### src/rtl/uart_cmd_parser.sv
// Register-access command parser between the UART receiver and transmitter.
// Decodes 6-byte SYNC/CMD/ADDR/DH/DL/CHK frames, drives the register bus and returns ACK/NAK/read data.
module uart_cmd_parser #(
    parameter int unsigned CLK_FRE    = 50,
    parameter int unsigned TIMEOUT_US = 2000,
    parameter logic [7:0]  SYNC_BYTE  = 8'h55,
    parameter logic [7:0]  ACK_BYTE   = 8'hAC,
    parameter logic [7:0]  NAK_BYTE   = 8'hEE
) (
    input  logic        clk,
    input  logic        rst_n,
    input  logic [7:0]  rx_data,
    input  logic        rx_data_valid,
    output logic        rx_data_ready,
    output logic [7:0]  tx_data,
    output logic        tx_data_valid,
    input  logic        tx_data_ready,
    output logic        reg_wr_en,
    output logic        reg_rd_en,
    output logic [7:0]  reg_addr,
    output logic [15:0] reg_wdata,
    input  logic [15:0] reg_rdata,
    output logic [7:0]  err_cnt
);

    localparam int unsigned TimeoutCycles = (CLK_FRE * TIMEOUT_US < 1) ? 1 : CLK_FRE * TIMEOUT_US;
    localparam int unsigned TmoW          = $clog2(TimeoutCycles + 1);
    localparam logic [7:0]  CmdWrite      = 8'h01;
    localparam logic [7:0]  CmdRead       = 8'h02;

    typedef enum logic [3:0] {
        StHunt, StCmd, StAddr, StDh, StDl, StChk, StExec, StRdcap, StResp
    } state_e;

    state_e          state_q, state_d;
    logic [7:0]      cmd_q, cmd_d;
    logic [7:0]      addr_q, addr_d;
    logic [7:0]      dh_q, dh_d;
    logic [7:0]      dl_q, dl_d;
    logic [TmoW-1:0] tmo_q, tmo_d;
    logic            rx_ready_q, rx_ready_d;
    logic [7:0]      tx_data_q, tx_data_d;
    logic            tx_valid_q, tx_valid_d;
    logic [31:0]     resp_buf_q, resp_buf_d;
    logic [2:0]      resp_left_q, resp_left_d;
    logic            wr_en_q, wr_en_d;
    logic            rd_en_q, rd_en_d;
    logic [7:0]      reg_addr_q, reg_addr_d;
    logic [15:0]     reg_wdata_q, reg_wdata_d;
    logic [7:0]      err_q, err_d;

    logic       accept;
    logic       in_frame;
    logic       frame_ok;
    logic [7:0] err_inc;
    logic [7:0] rd_chk;

    assign accept   = rx_data_valid && rx_ready_q;
    assign in_frame = (state_q == StCmd) || (state_q == StAddr) || (state_q == StDh) ||
                      (state_q == StDl) || (state_q == StChk);
    assign frame_ok = (rx_data == (cmd_q ^ addr_q ^ dh_q ^ dl_q)) &&
                      ((cmd_q == CmdWrite) || (cmd_q == CmdRead));
    assign err_inc  = (err_q == 8'hFF) ? err_q : err_q + 8'd1;
    assign rd_chk   = addr_q ^ reg_rdata[15:8] ^ reg_rdata[7:0];

    always_comb begin
        state_d     = state_q;
        cmd_d       = cmd_q;
        addr_d      = addr_q;
        dh_d        = dh_q;
        dl_d        = dl_q;
        tmo_d       = tmo_q;
        tx_data_d   = tx_data_q;
        tx_valid_d  = tx_valid_q;
        resp_buf_d  = resp_buf_q;
        resp_left_d = resp_left_q;
        wr_en_d     = 1'b0;
        rd_en_d     = 1'b0;
        reg_addr_d  = reg_addr_q;
        reg_wdata_d = reg_wdata_q;
        err_d       = err_q;

        unique case (state_q)
            StHunt: begin
                if (accept && (rx_data == SYNC_BYTE)) begin
                    state_d = StCmd;
                end
            end
            StCmd: begin
                if (accept) begin
                    cmd_d   = rx_data;
                    state_d = StAddr;
                end
            end
            StAddr: begin
                if (accept) begin
                    addr_d  = rx_data;
                    state_d = StDh;
                end
            end
            StDh: begin
                if (accept) begin
                    dh_d    = rx_data;
                    state_d = StDl;
                end
            end
            StDl: begin
                if (accept) begin
                    dl_d    = rx_data;
                    state_d = StChk;
                end
            end
            StChk: begin
                if (accept) begin
                    if (frame_ok) begin
                        state_d    = StExec;
                        reg_addr_d = addr_q;
                        if (cmd_q == CmdWrite) begin
                            wr_en_d     = 1'b1;
                            reg_wdata_d = {dh_q, dl_q};
                        end else begin
                            rd_en_d = 1'b1;
                        end
                    end else begin
                        state_d     = StResp;
                        tx_valid_d  = 1'b1;
                        tx_data_d   = NAK_BYTE;
                        resp_left_d = 3'd0;
                        err_d       = err_inc;
                    end
                end
            end
            StExec: begin
                if (cmd_q == CmdWrite) begin
                    state_d     = StResp;
                    tx_valid_d  = 1'b1;
                    tx_data_d   = ACK_BYTE;
                    resp_left_d = 3'd0;
                end else begin
                    state_d = StRdcap;
                end
            end
            StRdcap: begin
                // reg_rdata is valid in this cycle only, one cycle after the read strobe.
                state_d     = StResp;
                tx_valid_d  = 1'b1;
                tx_data_d   = SYNC_BYTE;
                resp_buf_d  = {addr_q, reg_rdata, rd_chk};
                resp_left_d = 3'd4;
            end
            StResp: begin
                if (tx_valid_q && tx_data_ready) begin
                    if (resp_left_q == 3'd0) begin
                        tx_valid_d = 1'b0;
                        state_d    = StHunt;
                    end else begin
                        tx_data_d   = resp_buf_q[31:24];
                        resp_buf_d  = {resp_buf_q[23:0], 8'h00};
                        resp_left_d = resp_left_q - 3'd1;
                    end
                end
            end
            default: begin
                state_d = StHunt;
            end
        endcase

        // Idle-gap watchdog; an accepted byte always wins over expiry.
        if (!in_frame || accept) begin
            tmo_d = '0;
        end else if (tmo_q == TmoW'(TimeoutCycles - 1)) begin
            tmo_d   = '0;
            state_d = StHunt;
            err_d   = err_inc;
        end else begin
            tmo_d = tmo_q + TmoW'(1);
        end

        rx_ready_d = (state_d == StHunt) || (state_d == StCmd) || (state_d == StAddr) ||
                     (state_d == StDh) || (state_d == StDl) || (state_d == StChk);
    end

    always_ff @(posedge clk or negedge rst_n) begin
        if (!rst_n) begin
            state_q     <= StHunt;
            cmd_q       <= 8'h00;
            addr_q      <= 8'h00;
            dh_q        <= 8'h00;
            dl_q        <= 8'h00;
            tmo_q       <= '0;
            rx_ready_q  <= 1'b0;
            tx_data_q   <= 8'h00;
            tx_valid_q  <= 1'b0;
            resp_buf_q  <= 32'h0;
            resp_left_q <= 3'd0;
            wr_en_q     <= 1'b0;
            rd_en_q     <= 1'b0;
            reg_addr_q  <= 8'h00;
            reg_wdata_q <= 16'h0000;
            err_q       <= 8'h00;
        end else begin
            state_q     <= state_d;
            cmd_q       <= cmd_d;
            addr_q      <= addr_d;
            dh_q        <= dh_d;
            dl_q        <= dl_d;
            tmo_q       <= tmo_d;
            rx_ready_q  <= rx_ready_d;
            tx_data_q   <= tx_data_d;
            tx_valid_q  <= tx_valid_d;
            resp_buf_q  <= resp_buf_d;
            resp_left_q <= resp_left_d;
            wr_en_q     <= wr_en_d;
            rd_en_q     <= rd_en_d;
            reg_addr_q  <= reg_addr_d;
            reg_wdata_q <= reg_wdata_d;
            err_q       <= err_d;
        end
    end

    assign rx_data_ready = rx_ready_q;
    assign tx_data       = tx_data_q;
    assign tx_data_valid = tx_valid_q;
    assign reg_wr_en     = wr_en_q;
    assign reg_rd_en     = rd_en_q;
    assign reg_addr      = reg_addr_q;
    assign reg_wdata     = reg_wdata_q;
    assign err_cnt       = err_q;

endmodule

### config.mk
export PLATFORM = sky130hd
export DESIGN_NAME = uart_cmd_parser
export DESIGN_NICKNAME = d
export VERILOG_FILES = /design/src/rtl/uart_cmd_parser.sv
export SDC_FILE = /design/constraint.sdc
export NUM_CORES = 1
export LEC_CHECK = 0
export BUFFER_PORTS_ARGS = -buffer_cell sky130_fd_sc_hd__buf_2
export CORE_ASPECT_RATIO = 0.75
export CORE_MARGIN = 2
export CORE_UTILIZATION = 33
export DETAILED_ROUTE_END_ITERATION = 10
export PLACE_DENSITY = 0.52
export SYNTH_ARGS = -nofsm -noshare
export SYNTH_HDL_FRONTEND = slang
export SYNTH_SLANG_ARGS = --single-unit
### constraint.sdc
create_clock -name clk -period 3.1 [get_ports clk]
set_clock_uncertainty 0.2 [all_clocks]
set_input_delay 0.93 -clock clk [delete_from_list [all_inputs] [get_ports clk]]
set_output_delay 0.93 -clock clk [all_outputs]
set_load 0.01 [all_outputs]
==> results_dict.tcl <==
set metrics [dict create \
    grt_start_max_net_pins 60 \
    cts_max_level 4 \
    drv_slew 0 \
    drt_iter0_drc 215 \
    netlist_area_um2 6420 \
    syn_area_per_cell_um2 10.9 \
    ctsHoldBuffers 0 \
    firstDrtPassIters 5 \
    vdd_ir_drop_max_mv 0.342 \
    cts.sink_count 132 \
    critPathTopFamily "simple AND/OR/NAND/NOR gates" \
    cp_num_buf_inv 0 \
    clockBufferDepth 2 \
    path_class "reg -> reg" \
    placed_cell_area_um2 7160 \
    cp.required_ns 3.19 \
    cts-root-buf "clkbuf_16" \
    clk_latency_ns 0.42 \
    wl_met2_um 6920 \
    grt_use_total_pct 15.7 \
    grt_pass1_wl_um 24900 \
    cts-resized-gates 0 \
    vias 4554 \
    ys.warnings.count 0 \
    viasPerCell 4.87 \
    cts_tree "built" \
    clkTransAtPathRegs_ns 0.06 \
    power.density_nw_per_um2 933 \
    cts_setup_buffers 0 \
    leakage_nw 3.60 \
    num-nets-final 702 \
    syn2layout_area_growth_pct 21.4 \
    drive_above_1_share_pct 28.3 \
    fmax_mhz 363 \
    place_congestion 0.780 \
    synth-edff-count 0 \
    finalSetupViolCount 0 \
    period_minus_slack_ns 2.76 \
    max_stage_delay_ns 0.49 \
    stdcell_area_um2 7800 \
    cap_violations 0 \
    synth_seq_area_share_pct 51.4 \
    die-area_um2 20600 \
    initial_core_util_pct 33.4 \
    synth_top_flop_cell "dfrtp_1" \
    syn-instance-count 587 \
    die_height_um 125 \
    cp_cell_sequence "xnor3_1, xnor2_1, nand4_2, nor2_2, and3_1, mux2_2" \
    synth_seq_cells 132 \
    io_buffers 71 \
    relSlewSlack_pct 42.6 \
    endpoint_kind "flop" \
    core.rowCount 44 \
    routedWlPerCell_um 16.3 \
    hold_class "reg -> reg" \
    cp-start-kind "flop" \
    ant_nets 0 \
    die_width_um 165 \
    dp_hpwl_um 10800 \
    antennaDiodeCount 0 \
    slowest_stage "dfrtp_1" \
    grt_overflow 0 \
    drc 0 \
    finalHoldViolations 0 \
    worstMarginPinSlew_ns 0.860 \
    wl_met3_um 722 \
    cts_buffers 17 \
    ios 72 \
    finalCritPeriodShare_pct 89.0 \
    top_layer "met4" \
    syn_nets 619 \
    critical_path_arrival_ns 2.85 \
    async_flop_share_pct 100 \
    antenna_found_initial 0 \
    ys_types 57 \
    wirelength_um 15200 \
    wl_met1_um 7530 \
    status "complete, no violations" \
    fin_setup_tns_ns 0 \
    grt_setup_unrepaired "false" \
    coreArea_um2 19200 \
    grt_pass1_vias 4472 \
    crit_fanout 8 \
]
[layer usage]
layer,GRT usage (%),up-vias
met4,3.89,0
met2,23.3,91
met3,4.43,2
met5,0,-
li1,-,2213
met1,22.6,2248
[final timing paths]
path	cells after the start	start	slack [ns]	end
setup / recovery	6	addr_q[3]	0.34	reg_addr[3]
hold / removal	2	resp_buf_q[5]	0.28	resp_buf_q[5]
setup reg to reg	6	addr_q[3]	0.34	reg_addr[3]
hold reg to reg	2	resp_buf_q[5]	0.28	resp_buf_q[5]
max in group asynchronous	2	rst_n	1.68	state_q[1]
min in group asynchronous	1	rst_n	0.29	tx_data_valid
[where the power goes]
group / total, W / internal [W] / switching, W
Combinational: 0.00240 / 0.00122 / 0.00117
Clock: 0.00217 / 0.00138 / 0.000788
Sequential: 0.00271 / 0.00224 / 0.000461
Total: 0.00727 / 0.00485 / 0.00242
[through the flow]
step                      utilization, %  worst slack, ns  std cells  power, W  hold WS, ns
after CTS                           40.6            0.302        936   0.00736        0.285
after global placement              37.3            0.136        904   0.00506        0.259
after global routing                40.6            0.109        936   0.00777        0.304
after detailed placement            37.3           0.0121        904   0.00515        0.271
final                               40.6            0.342        936   0.00727        0.284
after floorplan                        -            0.511        587   0.00442        0.248
[logic make-up (layout without fill, tap and decap cells)]
| logic type | after synthesis | in the layout | share of synthesized area [%] |
|---|---|---|---|
| AOI/OAI and AO/OA | 84 | 84 | 8.82 |
| xor gates and xnor gates | 56 | 56 | 9.35 |
| adders and majority gates | 4 | 4 | 0.779 |
| buffers and inverters | 40 | 136 | 2.71 |
| DFF | 132 | 132 | 51.4 |
| muxes | 63 | 63 | 11.5 |
| and+or+nand+nor | 208 | 208 | 15.4 |
[area by class of cell]
type	instances	area, um^2
Fill cell	1830	11400
Sequential cell	132	3300
Multi-Input combinational cell	415	2960
Timing Repair Buffer	91	537
Clock buffer	19	443
Tap cell	253	317
Clock inverter	13	195
Inverter	13	48.8
[synthesized netlist by cell type (all sizes together), types with 2 or more instances]
master	instances	area (um^2)
dfrtp	132	3300
nand2	89	334
mux2	61	721
nor2	54	208
xnor2	30	263
a31oi	26	163
clkbuf	18	67.6
xor2	18	158
a21oi	15	75.1
nand3	15	87.6
inv	13	48.8
o21ai	10	53.8
buf	9	57.6
o31ai	9	81.3
nand4	8	62.6
xnor3	8	180
nand2b	6	37.5
nor3	6	30.0
o2bb2ai	5	43.8
and3	4	25.0
ha	4	50.1
or2	4	25.0
a22oi	3	22.5
a2bb2oi	3	26.3
and2	3	18.8
nor4	3	25.0
or3	3	18.8
a211oi	2	15.0
a21boi	2	15.0
a31o	2	17.5
mux2i	2	20.0
nand3b	2	15.0
nor2b	2	12.5
nor4b	2	23.8
nor4bb	2	20.0
o22a	2	17.5
o22ai	2	12.5
or4b	2	20.0
[placed cells by master (no fill, tap or decap), types with 8 or more instances in the layout]
cell / synthesis / routed
o21ai_0: 8 / 8
buf_2: 4 / 70
mux2_2: 47 / 47
xnor2_1: 30 / 30
buf_4: 3 / 18
o31ai_1: 8 / 8
a21oi_1: 15 / 15
nand2_1: 89 / 89
inv_1: 13 / 13
mux2_4: 9 / 9
a31oi_1: 26 / 26
xor2_1: 18 / 18
nand3_1: 14 / 14
xnor3_1: 8 / 8
nor2_1: 52 / 52
dfrtp_1: 132 / 132
clkbuf_16: 0 / 17
[state kept, by name, summed over array words and instances (netlist names), 3 cells and up]
name,flops
addr_q,8
cmd_q,8
dh_q,8
dl_q,8
err_cnt,8
reg_addr,8
reg_wdata,16
resp_buf_q,32
resp_left_q,3
state_q,4
tmo_q,17
tx_data,8
[worst reg2reg max path, stage by stage, from the launching register on]
cell     delay (ns)
dfrtp_1        0.49
xnor3_1        0.48
xnor2_1        0.22
nand4_2        0.20
nor2_2         0.27
and3_1         0.41
mux2_2         0.38
No activity file was read; power rests on OpenSTA's default activity.
